**config.mk**
```make
export PLATFORM = sky130hd
export DESIGN_NAME = serial_hex_comparator
export DESIGN_NICKNAME = d
export VERILOG_FILES = /design/src/rtl/serial_cmp_pkg.sv /design/src/rtl/quad_comparator4bit.sv /design/src/rtl/serial_hex_comparator.sv
export SDC_FILE = /design/constraint.sdc
export NUM_CORES = 1
export LEC_CHECK = 0
export ABC_AREA = 1
export CAP_MARGIN = 20
export CORE_MARGIN = 3
export CORE_UTILIZATION = 35
export DETAILED_ROUTE_END_ITERATION = 12
export PLACE_DENSITY = 0.62
export SETUP_SLACK_MARGIN = 0.05
export SLEW_MARGIN = 20
export SYNTH_ARGS = -nofsm -noshare
export SYNTH_HDL_FRONTEND = slang
export SYNTH_SLANG_ARGS = --single-unit
```
**constraint.sdc**
```tcl
create_clock -name clk -period 4.6 [get_ports clk]
set_clock_uncertainty 0.2 [all_clocks]
set_input_delay 0.92 -clock clk [delete_from_list [all_inputs] [get_ports clk]]
set_output_delay 0.92 -clock clk [all_outputs]
set_load 0.05 [all_outputs]
```
**src/rtl/serial_cmp_pkg.sv**
```systemverilog
// Shared types and constants for the digit-serial magnitude comparator.
package serial_cmp_pkg;

  localparam int DIGIT = 4;

  typedef enum logic [1:0] {
    IDLE,
    RUN,
    DONE
  } cmp_state_t;

  typedef struct packed {
    logic l;
    logic e;
    logic g;
  } cmp_res_t;

endpackage

```
**src/rtl/quad_comparator4bit.sv**
```systemverilog
// One 4-bit comparator stage with cascade-in; the cascade is passed through
// only when the two digits are equal.
module quad_comparator4bit (
  input  logic [3:0] a,
  input  logic [3:0] b,
  input  logic       l,
  input  logic       e,
  input  logic       g,
  output logic       L,
  output logic       E,
  output logic       G
);

  always_comb begin
    L = l;
    E = e;
    G = g;
    if (a < b) begin
      L = 1'b1;
      E = 1'b0;
      G = 1'b0;
    end else if (a > b) begin
      L = 1'b0;
      E = 1'b0;
      G = 1'b1;
    end
  end

endmodule

```
**src/rtl/serial_hex_comparator.sv**
```systemverilog
// Digit-serial magnitude comparator that reuses one 4-bit stage over NIBBLES cycles.
// Define SERIAL_CMP_EARLY_TERM_EN for MSB-first processing with early termination.
module serial_hex_comparator
  import serial_cmp_pkg::*;
#(
  parameter int WIDTH = 16
) (
  input  logic             clk,
  input  logic             rst,
  input  logic             start_valid,
  output logic             start_ready,
  input  logic [WIDTH-1:0] a,
  input  logic [WIDTH-1:0] b,
  input  logic             l,
  input  logic             e,
  input  logic             g,
  output logic             res_valid,
  input  logic             res_ready,
  output logic             L,
  output logic             E,
  output logic             G,
  output logic             busy
);

  localparam int NIBBLES = WIDTH / DIGIT;
  localparam int CNT_W   = (NIBBLES > 1) ? $clog2(NIBBLES) : 1;

  generate
    if ((WIDTH % DIGIT) != 0 || WIDTH < DIGIT) begin : g_width_check
      $error("serial_hex_comparator: WIDTH must be a positive multiple of DIGIT");
    end
  endgenerate

`ifdef SERIAL_CMP_EARLY_TERM_EN
  localparam logic [CNT_W-1:0] IDX_FIRST = CNT_W'(NIBBLES - 1);
`else
  localparam logic [CNT_W-1:0] IDX_FIRST = '0;
`endif
  localparam logic [CNT_W-1:0] IDX_TOP = CNT_W'(NIBBLES - 1);

  cmp_state_t       state_q;
  logic [CNT_W-1:0] idx_q;
  logic [WIDTH-1:0] a_q;
  logic [WIDTH-1:0] b_q;
  cmp_res_t         res_q;
  logic             start_ready_q;
  logic             res_valid_q;
  logic             busy_q;

  logic [DIGIT-1:0] dig_a;
  logic [DIGIT-1:0] dig_b;
  logic             dig_l;
  logic             dig_e;
  logic             dig_g;
  logic             last_step;

  assign dig_a = a_q[int'(idx_q) * DIGIT +: DIGIT];
  assign dig_b = b_q[int'(idx_q) * DIGIT +: DIGIT];

  // Neutral cascade so the stage reports the raw relation of the current digit.
  quad_comparator4bit u_stage (
    .a (dig_a),
    .b (dig_b),
    .l (1'b0),
    .e (1'b1),
    .g (1'b0),
    .L (dig_l),
    .E (dig_e),
    .G (dig_g)
  );

`ifdef SERIAL_CMP_EARLY_TERM_EN
  assign last_step = !dig_e || (idx_q == '0);
`else
  assign last_step = (idx_q == IDX_TOP);
`endif

  // A differing digit overrides the running result; equal digits keep it, so the
  // cascade-in survives untouched only when every digit matches.
  always_ff @(posedge clk or posedge rst) begin
    if (rst) begin
      state_q       <= IDLE;
      idx_q         <= '0;
      a_q           <= '0;
      b_q           <= '0;
      res_q         <= '0;
      start_ready_q <= 1'b1;
      res_valid_q   <= 1'b0;
      busy_q        <= 1'b0;
    end else begin
      case (state_q)
        IDLE: begin
          if (start_valid) begin
            a_q           <= a;
            b_q           <= b;
            res_q         <= cmp_res_t'({l, e, g});
            idx_q         <= IDX_FIRST;
            state_q       <= RUN;
            start_ready_q <= 1'b0;
            busy_q        <= 1'b1;
          end
        end
        RUN: begin
          if (!dig_e) begin
            res_q <= cmp_res_t'({dig_l, 1'b0, dig_g});
          end
          if (last_step) begin
            state_q     <= DONE;
            res_valid_q <= 1'b1;
          end else begin
`ifdef SERIAL_CMP_EARLY_TERM_EN
            idx_q <= idx_q - 1'b1;
`else
            idx_q <= idx_q + 1'b1;
`endif
          end
        end
        DONE: begin
          if (res_ready) begin
            state_q       <= IDLE;
            res_valid_q   <= 1'b0;
            busy_q        <= 1'b0;
            start_ready_q <= 1'b1;
          end
        end
        default: begin
          state_q       <= IDLE;
          res_valid_q   <= 1'b0;
          busy_q        <= 1'b0;
          start_ready_q <= 1'b1;
        end
      endcase
    end
  end

  assign start_ready = start_ready_q;
  assign res_valid   = res_valid_q;
  assign busy        = busy_q;
  assign L           = res_q.l;
  assign E           = res_q.e;
  assign G           = res_q.g;

endmodule
```
==> impl_metrics.json, run 1 <==
{
  "start_util_pct": 37.6,
  "die_y_um": 81.5,
  "row_count": 26,
  "worst-path-buf-inv": 1,
  "place.gp.congestion": 0.788,
  "cpPeakStageDelay_ps": 800,
  "syn_nets": 295,
  "area_delta_synth_final_pct": 29.8,
  "vias_per_cell": 4.60,
  "holdPathEnd": "busy",
  "grt_pass1_vias": 1541,
  "power_density_nw_per_um2": 701,
  "syn_inst": 251,
  "clk_latency_ps": 300,
  "io_pins": 45,
  "drt_first_pass_iters": 4,
  "yosys_register_bits": 42,
  "arrival_ps": 1640,
  "setup_viol": 0,
  "multiInputGateArea_um2": 831,
  "status": "finished, final reports clean",
  "rr_worst_depth": 11,
  "cts_made_buffers": 5,
  "grt_setup_unrepaired": "false",
  "cp.required_ps": 3480,
  "clkSlewWorstSetupHoldPaths_ps": 80,
  "finish.utilization_pct": 48.8,
  "vdd_ir_drop_max_v": 0.000269,
  "critPathLaunchType": "register",
  "place_ws_ps": 1790,
  "slew_headroom_pct": 47.6,
  "cts.htree.levels": 2,
  "synth_area_per_cell_um2": 7.94,
  "nNetsFinal": 338,
  "core-area_um2": 5300,
  "hold_violations": 0,
  "fin_crit_ps": 2760,
  "ctsHoldBuffers": 0,
  "ys_warn_count": 0,
  "r2r-end": "G",
  "place_inst": 357,
  "drv_cap": 0,
  "worstMarginPinSlew_ps": 785,
  "cp_max_fo": 2,
  "drc": 0,
  "fillers": 531,
  "cts_sinks": 42,
  "track_usage_pct": 14.4,
  "ant_nets": 0,
  "cp_slowest_cell": "clkdlybuf4s50_1",
  "cts_resized": 0,
  "cp_top_family": "buffers and inverters",
  "fin_area_um2": 2590,
  "slew_viol_final": 0,
  "cts_setup_buffers": 0,
  "placed_area_um2": 2480,
  "leakagePower_nw": 1.29,
  "synth_cell_types": 22,
  "path_class": "register to output pin",
  "die_w_um": 81.5,
  "clockBufferDepth": 2,
  "ff_latch_area_um2": 1050,
  "grt_pass1_wl_um": 7170,
  "grt_overflow": 0,
  "hold_path_startpoint": "busy",
  "synth.cell_area_um2": 1990,
  "fin_hold_ws_ps": 273,
  "avgRoutedWirePerCell_um": 11.7,
  "fmax_mhz": 363,
  "ys_seq_area_share_pct": 52.8,
  "tritoncts": "done",
  "cts_root_buf": "clkbuf_8",
  "antenna_found_initial": 0,
  "layout-drive-gt1-share_pct": 6.78,
  "hp-class": "register to register",
  "setup_slack_ps": 1840,
  "rrSetupSlack_ps": 1950,
  "die_area_um2": 6640,
  "endpoint_kind": "output pin",
  "vias": 1680,
  "first_iter_violations": 68,
  "fin_setup_tns_ps": 0,
  "startpoint": "start_ready",
  "grt_max_degree": 38,
  "detailedPlacementHpwl_um": 2980,
  "period_share_pct": 59.9,
  "final-instance-count-excl-fill": 365,
  "hold_depth": 2,
  "diodes": 0,
  "r2r-start": "idx_q[0]",
  "crit_chain": "clkdlybuf4s50_1",
  "routed_wl_um": 4270,
  "p_total_mw": 1.81,
  "port_buffers": 44
}
-- area by class of cell --
class / count / share of cell area (%)
multi-input cells: 185 / 32.1
inverters: 15 / 2.27
repair buffers: 45 / 17.3
clock inverters: 2 / 1.45
clock buffers: 6 / 2.80
flip-flops and latches: 42 / 40.7
well taps: 70 / 3.38
-- kinds of logic after synthesis --
group,count (synthesis),share of synthesized area [%]
and+or+nand+nor,149,30.1
buffers and inverters,24,5.52
AOI/OAI and AO/OA,31,8.41
adders and majority gates,5,3.14
DFF,42,52.8
-- worst min-delay path: stages (launching register included) --
cell and delay, ps:
dfrtp_1 350, nand2_1 50, nand2_1 40
-- power by group --
| part | switching [mW] | internal [mW] |
|---|---|---|
| combinational | 0.536 | 0.322 |
| clock | 0.129 | 0.162 |
| sequential | 0.119 | 0.546 |
| total | 0.784 | 1.03 |
-- worst max-delay path by stage --
| stage | to | slack [ps] | depth (start not counted) |
|---|---|---|---|
| 2_1_floorplan | E | 2510 | 1 |
| 3_3_place_gp | L | 1840 | 6 |
| 3_5_place_dp | G | 1790 | 6 |
| 4_1_cts | start_ready | 1830 | 1 |
| 5_1_grt | E | 1660 | 11 |
| 6_report | start_ready | 1840 | 1 |
-- cells in the mapped netlist --
library cell / n / share of area (%)
inv_4: 1 / 0.31
a22oi_1: 1 / 0.38
nor2_1: 17 / 3.2
o21ai_0: 15 / 3.8
dfrtp_1: 41 / 51
inv_2: 5 / 0.94
nor2_2: 1 / 0.31
nand3_4: 1 / 0.88
buf_2: 5 / 1.3
nor2_4: 2 / 1.1
a21oi_1: 5 / 1.3
o22ai_1: 4 / 1.3
nand2_1: 121 / 23
ha_1: 5 / 3.1
buf_4: 3 / 1.1
nand2_2: 1 / 0.31
o21ai_1: 5 / 1.3
inv_1: 9 / 1.7
a32o_1: 1 / 0.50
nand3_1: 6 / 1.5
clkbuf_1: 1 / 0.19
dfstp_2: 1 / 1.3
-- cell usage in the layout, fill, tap and decap left out --
cell type        Yosys  final
a21oi_1              5      5
a22oi_1              1      1
a32o_1               1      1
buf_4                3      1
bufinv_16            0      1
clkbuf_1             1      1
clkbuf_8             0      5
clkdlybuf4s50_1      0     44
clkinvlp_4           0      1
dfrtp_1             41     41
dfstp_2              1      1
ha_1                 5      5
inv_1                9      9
inv_2                5      5
inv_4                1      1
nand2_1            121    121
nand2_2              1      1
nand3_1              6      6
nand3_4              1      1
nor2_1              17     17
nor2_2               1      1
nor2_4               2      2
o21ai_0             15     15
o21ai_1              5      5
o22ai_1              4      4
-- flip-flops by register name (all words and copies together) (netlist names) --
signal / count
G: 1
busy: 1
b_q: 16
res_valid: 1
E: 1
L: 1
start_ready: 1
state_q: 2
idx_q: 2
a_q: 16
-- layer usage --
metal,share of wire [%],track usage (%),up-vias
met5,0,0,-
met4,2.2,6.76,0
met3,5.2,3.84,8
met2,45,21.3,37
met1,47,19.6,765
li1,-,-,870
No activity file was read; power rests on OpenSTA's default activity.
==> run 2: changes to the inputs <==
==> constraint.sdc (replaced) <==
create_clock -name clk -period 2.9 [get_ports clk]
set_clock_uncertainty 0.2 [all_clocks]
set_input_delay 0.58 -clock clk [delete_from_list [all_inputs] [get_ports clk]]
set_output_delay 0.58 -clock clk [all_outputs]
set_load 0.05 [all_outputs]
==> impl_metrics.json, run 2 (synthesis gave the netlist of run 1 again) <==
{
  "startpoint": "idx_q[0]",
  "grt_max_degree": 43,
  "antenna_found_initial": 0,
  "slew_headroom_pct": 65.2,
  "tritoncts": "done",
  "arrival_ps": 2400,
  "cts.htree.levels": 2,
  "nNetsFinal": 340,
  "first_iter_violations": 84,
  "vdd_ir_drop_max_v": 0.000448,
  "r2r-end": "E",
  "slew_viol_final": 0,
  "cts_sinks": 42,
  "cts_root_buf": "clkbuf_8",
  "layout-drive-gt1-share_pct": 7.41,
  "clk_latency_ps": 290,
  "fin_setup_tns_ps": 0,
  "vias_per_cell": 4.58,
  "finish.utilization_pct": 48.7,
  "fin_area_um2": 2580,
  "placed_area_um2": 2490,
  "cts_resized": 0,
  "grt_pass1_vias": 1597,
  "critPathLaunchType": "register",
  "reg_top3": "a_q x16, b_q x16",
  "port_buffers": 44,
  "grt_setup_unrepaired": "false",
  "status": "finished, final reports clean",
  "drc": 0,
  "fmax_mhz": 413,
  "area_delta_synth_final_pct": 29.6,
  "core-area_um2": 5300,
  "cp-endpoint": "E",
  "layout_commonest_cell": "nand2_1",
  "row_count": 26,
  "cts_setup_buffers": 0,
  "cp_max_fo": 17,
  "diodes": 0,
  "drv_cap": 0,
  "grt_pass1_wl_um": 7160,
  "leakagePower_nw": 1.29,
  "ctsHoldBuffers": 0,
  "rrSetupSlack_ps": 480,
  "track_usage_pct": 14.1,
  "p_total_mw": 2.81,
  "avgRoutedWirePerCell_um": 11.5,
  "fillers": 535,
  "setup_viol": 0,
  "clockBufferDepth": 2,
  "die_w_um": 81.5,
  "r2r-start": "idx_q[0]",
  "die_y_um": 81.5,
  "period_share_pct": 83.4,
  "io_pins": 45,
  "die_area_um2": 6640,
  "place.gp.congestion": 0.842,
  "fin_crit_ps": 2420,
  "ant_nets": 0,
  "start_util_pct": 37.6,
  "cp.required_ps": 2880,
  "power_density_nw_per_um2": 1090,
  "endpoint_kind": "register",
  "worstMarginPinSlew_ps": 521,
  "fin_hold_ws_ps": 273,
  "routed_wl_um": 4220,
  "rr_worst_depth": 11,
  "cts_made_buffers": 5,
  "layout.cells.most_common_list": "nand2_1 (121), clkdlybuf4s50_1 (44), dfrtp_1 (41)",
  "drt_first_pass_iters": 4,
  "hp-class": "register to register",
  "detailedPlacementHpwl_um": 3030,
  "vias": 1682,
  "grt_overflow": 0,
  "clkSlewWorstSetupHoldPaths_ps": 70,
  "hold_violations": 0,
  "path_class": "register to register"
}
-- run 2: changes by cell type in the layout (fill, tap and decap cells not counted) --
cell and change:
buf_4 +2, bufinv_16 -1, clkbuf_8 +1, clkinv_2 +1, clkinvlp_4 -1
-- run 2: through the flow --
stage                     cells  setup slack [ps]
final                       367               482
after detailed placement    359               516
after global routing        367               238
after global placement      359               645
after CTS                   367               489
after floorplan             251               848
-- run 2: final cells by class --
| cell class | instances | area, um2 | share of cell area [%] |
|---|---|---|---|
| Sequential cell | 42 | 1050 | 40.7 |
| Multi-Input combinational cell | 185 | 831 | 32.2 |
| Timing Repair Buffer | 47 | 463 | 17.9 |
| Tap cell | 70 | 87.6 | 3.39 |
| Clock buffer | 7 | 86.3 | 3.34 |
| Inverter | 15 | 58.8 | 2.28 |
| Clock inverter | 1 | 5.00 | 0.194 |
-- run 2: routing by layer --
| metal | global-route usage [%] | vias to the layer above | share of wire, % |
|---|---|---|---|
| li1 | - | 879 | - |
| met1 | 18.5 | 758 | 46 |
| met2 | 22.6 | 40 | 48 |
| met3 | 3.07 | 5 | 5.3 |
| met4 | 5.57 | 0 | 1.2 |
| met5 | 0 | - | 0 |
-- run 2: worst min-delay path by stage --
| stage | from | end | slack (ps) | cells after the start |
|---|---|---|---|---|
| 6_report | busy | busy | 270 | 2 |
| 5_1_grt | start_ready | start_ready | 280 | 2 |
| 4_1_cts | start_ready | start_ready | 280 | 2 |
| 3_5_place_dp | a_q[5] | a_q[5] | 260 | 2 |
| 3_3_place_gp | busy | busy | 260 | 2 |
| 2_1_floorplan | b_q[10] | b_q[10] | 240 | 2 |
-- run 2: worst max-delay path, stage by stage (launching register included) --
cell     delay [ps]
dfrtp_1         640
inv_2           210
o21ai_0         190
o22ai_1         110
ha_1            310
nand2_1          70
nor2_1          220
nor2_4           60
nor2_4          120
nand2_2          70
nand2_1          60
nand2_1          50
-- run 2: power breakdown --
group	switching [mW]	internal [mW]	leakage, nW	total (mW)
Combinational	0.855	0.523	0.726	1.38
Sequential	0.185	0.867	0.517	1.05
Clock	0.187	0.192	0.0482	0.379
Total	1.23	1.58	1.29	2.81
==> run 3: changes to the inputs <==
==> constraint.sdc (replaced) <==
create_clock -name clk -period 2.45 [get_ports clk]
set_clock_uncertainty 0.2 [all_clocks]
set_input_delay 0.49 -clock clk [delete_from_list [all_inputs] [get_ports clk]]
set_output_delay 0.49 -clock clk [all_outputs]
set_load 0.05 [all_outputs]
==> impl_metrics.json, run 3 (synthesis gave the netlist of run 1 again) <==
{
  "leakagePower_nw": 1.29,
  "area_delta_synth_final_pct": 30.4,
  "cp_max_fo": 2,
  "ctsHoldBuffers": 0,
  "layout_commonest_cell": "nand2_1",
  "status": "finished, final reports clean",
  "cts_resized": 0,
  "rrSetupSlack_ps": 250,
  "p_total_mw": 3.41,
  "critPathLaunchType": "register",
  "row_count": 26,
  "die_area_um2": 6640,
  "vdd_ir_drop_max_v": 0.000607,
  "worst-path-buf-inv": 1,
  "reg_top3": "a_q x16, b_q x16",
  "slew_headroom_pct": 65.4,
  "crit_chain": "clkdlybuf4s50_1",
  "slew_viol_final": 0,
  "worstMarginPinSlew_ps": 520,
  "setup_slack_ps": 133,
  "arrival_ps": 1630,
  "io_pins": 45,
  "cp_slowest_cell": "clkdlybuf4s50_1",
  "drc": 0,
  "hold_depth": 2,
  "place_inst": 359,
  "period_share_pct": 94.6,
  "core-area_um2": 5300,
  "fin_area_um2": 2600,
  "fin_hold_ws_ps": 270,
  "vias_per_cell": 4.55,
  "endpoint_kind": "output pin",
  "r2r-start": "idx_q[0]",
  "hold_violations": 0,
  "holdPathEnd": "start_ready",
  "setup_viol": 0,
  "cts_made_buffers": 5,
  "finish.utilization_pct": 49.0,
  "fillers": 531,
  "grt_overflow": 0,
  "cp_top_family": "buffers and inverters",
  "power_density_nw_per_um2": 1310,
  "die_y_um": 81.5,
  "antenna_found_initial": 0,
  "placed_area_um2": 2490,
  "drt_first_pass_iters": 4,
  "vias": 1671,
  "cts_root_buf": "clkbuf_8",
  "fin_setup_tns_ps": 0,
  "rr_worst_depth": 11,
  "detailedPlacementHpwl_um": 3000,
  "place_ws_ps": 231,
  "fmax_mhz": 432,
  "cp.required_ps": 1760,
  "clk_latency_ps": 290,
  "die_w_um": 81.5,
  "cts_setup_buffers": 0,
  "first_iter_violations": 54,
  "avgRoutedWirePerCell_um": 11.5,
  "grt_max_degree": 43,
  "cpPeakStageDelay_ps": 800,
  "cts.htree.levels": 2,
  "grt_pass1_vias": 1548,
  "r2r-end": "G",
  "drv_cap": 0,
  "layout.cells.most_common_list": "nand2_1 (121), clkdlybuf4s50_1 (44), dfrtp_1 (40)",
  "start_util_pct": 37.6,
  "nNetsFinal": 340,
  "grt_pass1_wl_um": 7090,
  "routed_wl_um": 4220,
  "tritoncts": "done",
  "diodes": 0,
  "place.gp.congestion": 0.868,
  "layout-drive-gt1-share_pct": 7.41,
  "grt_setup_unrepaired": "false",
  "final-instance-count-excl-fill": 367,
  "clockBufferDepth": 2,
  "fin_crit_ps": 2320,
  "hold_path_startpoint": "start_ready",
  "path_class": "register to output pin",
  "cts_sinks": 42,
  "port_buffers": 44,
  "ant_nets": 0,
  "clkSlewWorstSetupHoldPaths_ps": 80,
  "track_usage_pct": 14.1,
  "hp-class": "register to register"
}
## run 3: changes by cell type in the layout (fill, tap and decap cells not counted)
cell	previous run	this run
bufinv_16	0	1
clkbuf_1	1	2
clkbuf_8	6	5
clkinv_2	1	0
dfrtp_1	41	40
dfrtp_2	0	1
## run 3: cell type report
class / count / area (um2) / area share, %
timing repair buffer: 47 / 463 / 17.8
tap: 70 / 87.6 / 3.37
inverter: 15 / 58.8 / 2.26
sequential: 42 / 1050 / 40.5
clock buffer: 7 / 76.3 / 2.94
clock inverter: 1 / 30.0 / 1.15
multi-input combinational: 185 / 831 / 32.0
## run 3: worst max-delay path by stage
stage                           start           to  slack, ps  cells after the start
after floorplan              idx_q[0]            G        400                     13
after global placement       idx_q[0]            G        320                     11
after detailed placement     idx_q[0]            G        230                     12
after CTS                 start_ready  start_ready        120                      1
after global routing         idx_q[0]            G         70                     11
final                     start_ready  start_ready        130                      1
## run 3: power breakdown
part           total [mW]  switching [mW]  leakage [nW]  internal, mW
logic                1.64            1.02         0.726         0.621
clock network       0.532           0.227        0.0524         0.305
registers            1.24           0.210         0.516          1.03
## run 3: routing by layer
layer	global-route usage (%)	routed length [um]	vias up
met3	4.82	234	6
met1	18.9	2050	755
li1	-	-	877
met4	4.05	53	0
met5	0	0	-
met2	21.7	1880	33
## run 3: worst reg2reg max path: stages, from the launching register on
cell     delay (ps)
dfrtp_2         480
buf_4           200
o21ai_0         180
a21oi_1          90
ha_1            300
nand2_1          80
nor2_1          210
nor2_4           60
nor2_4          120
nand2_2          70
nand2_1          60
nand2_1          40
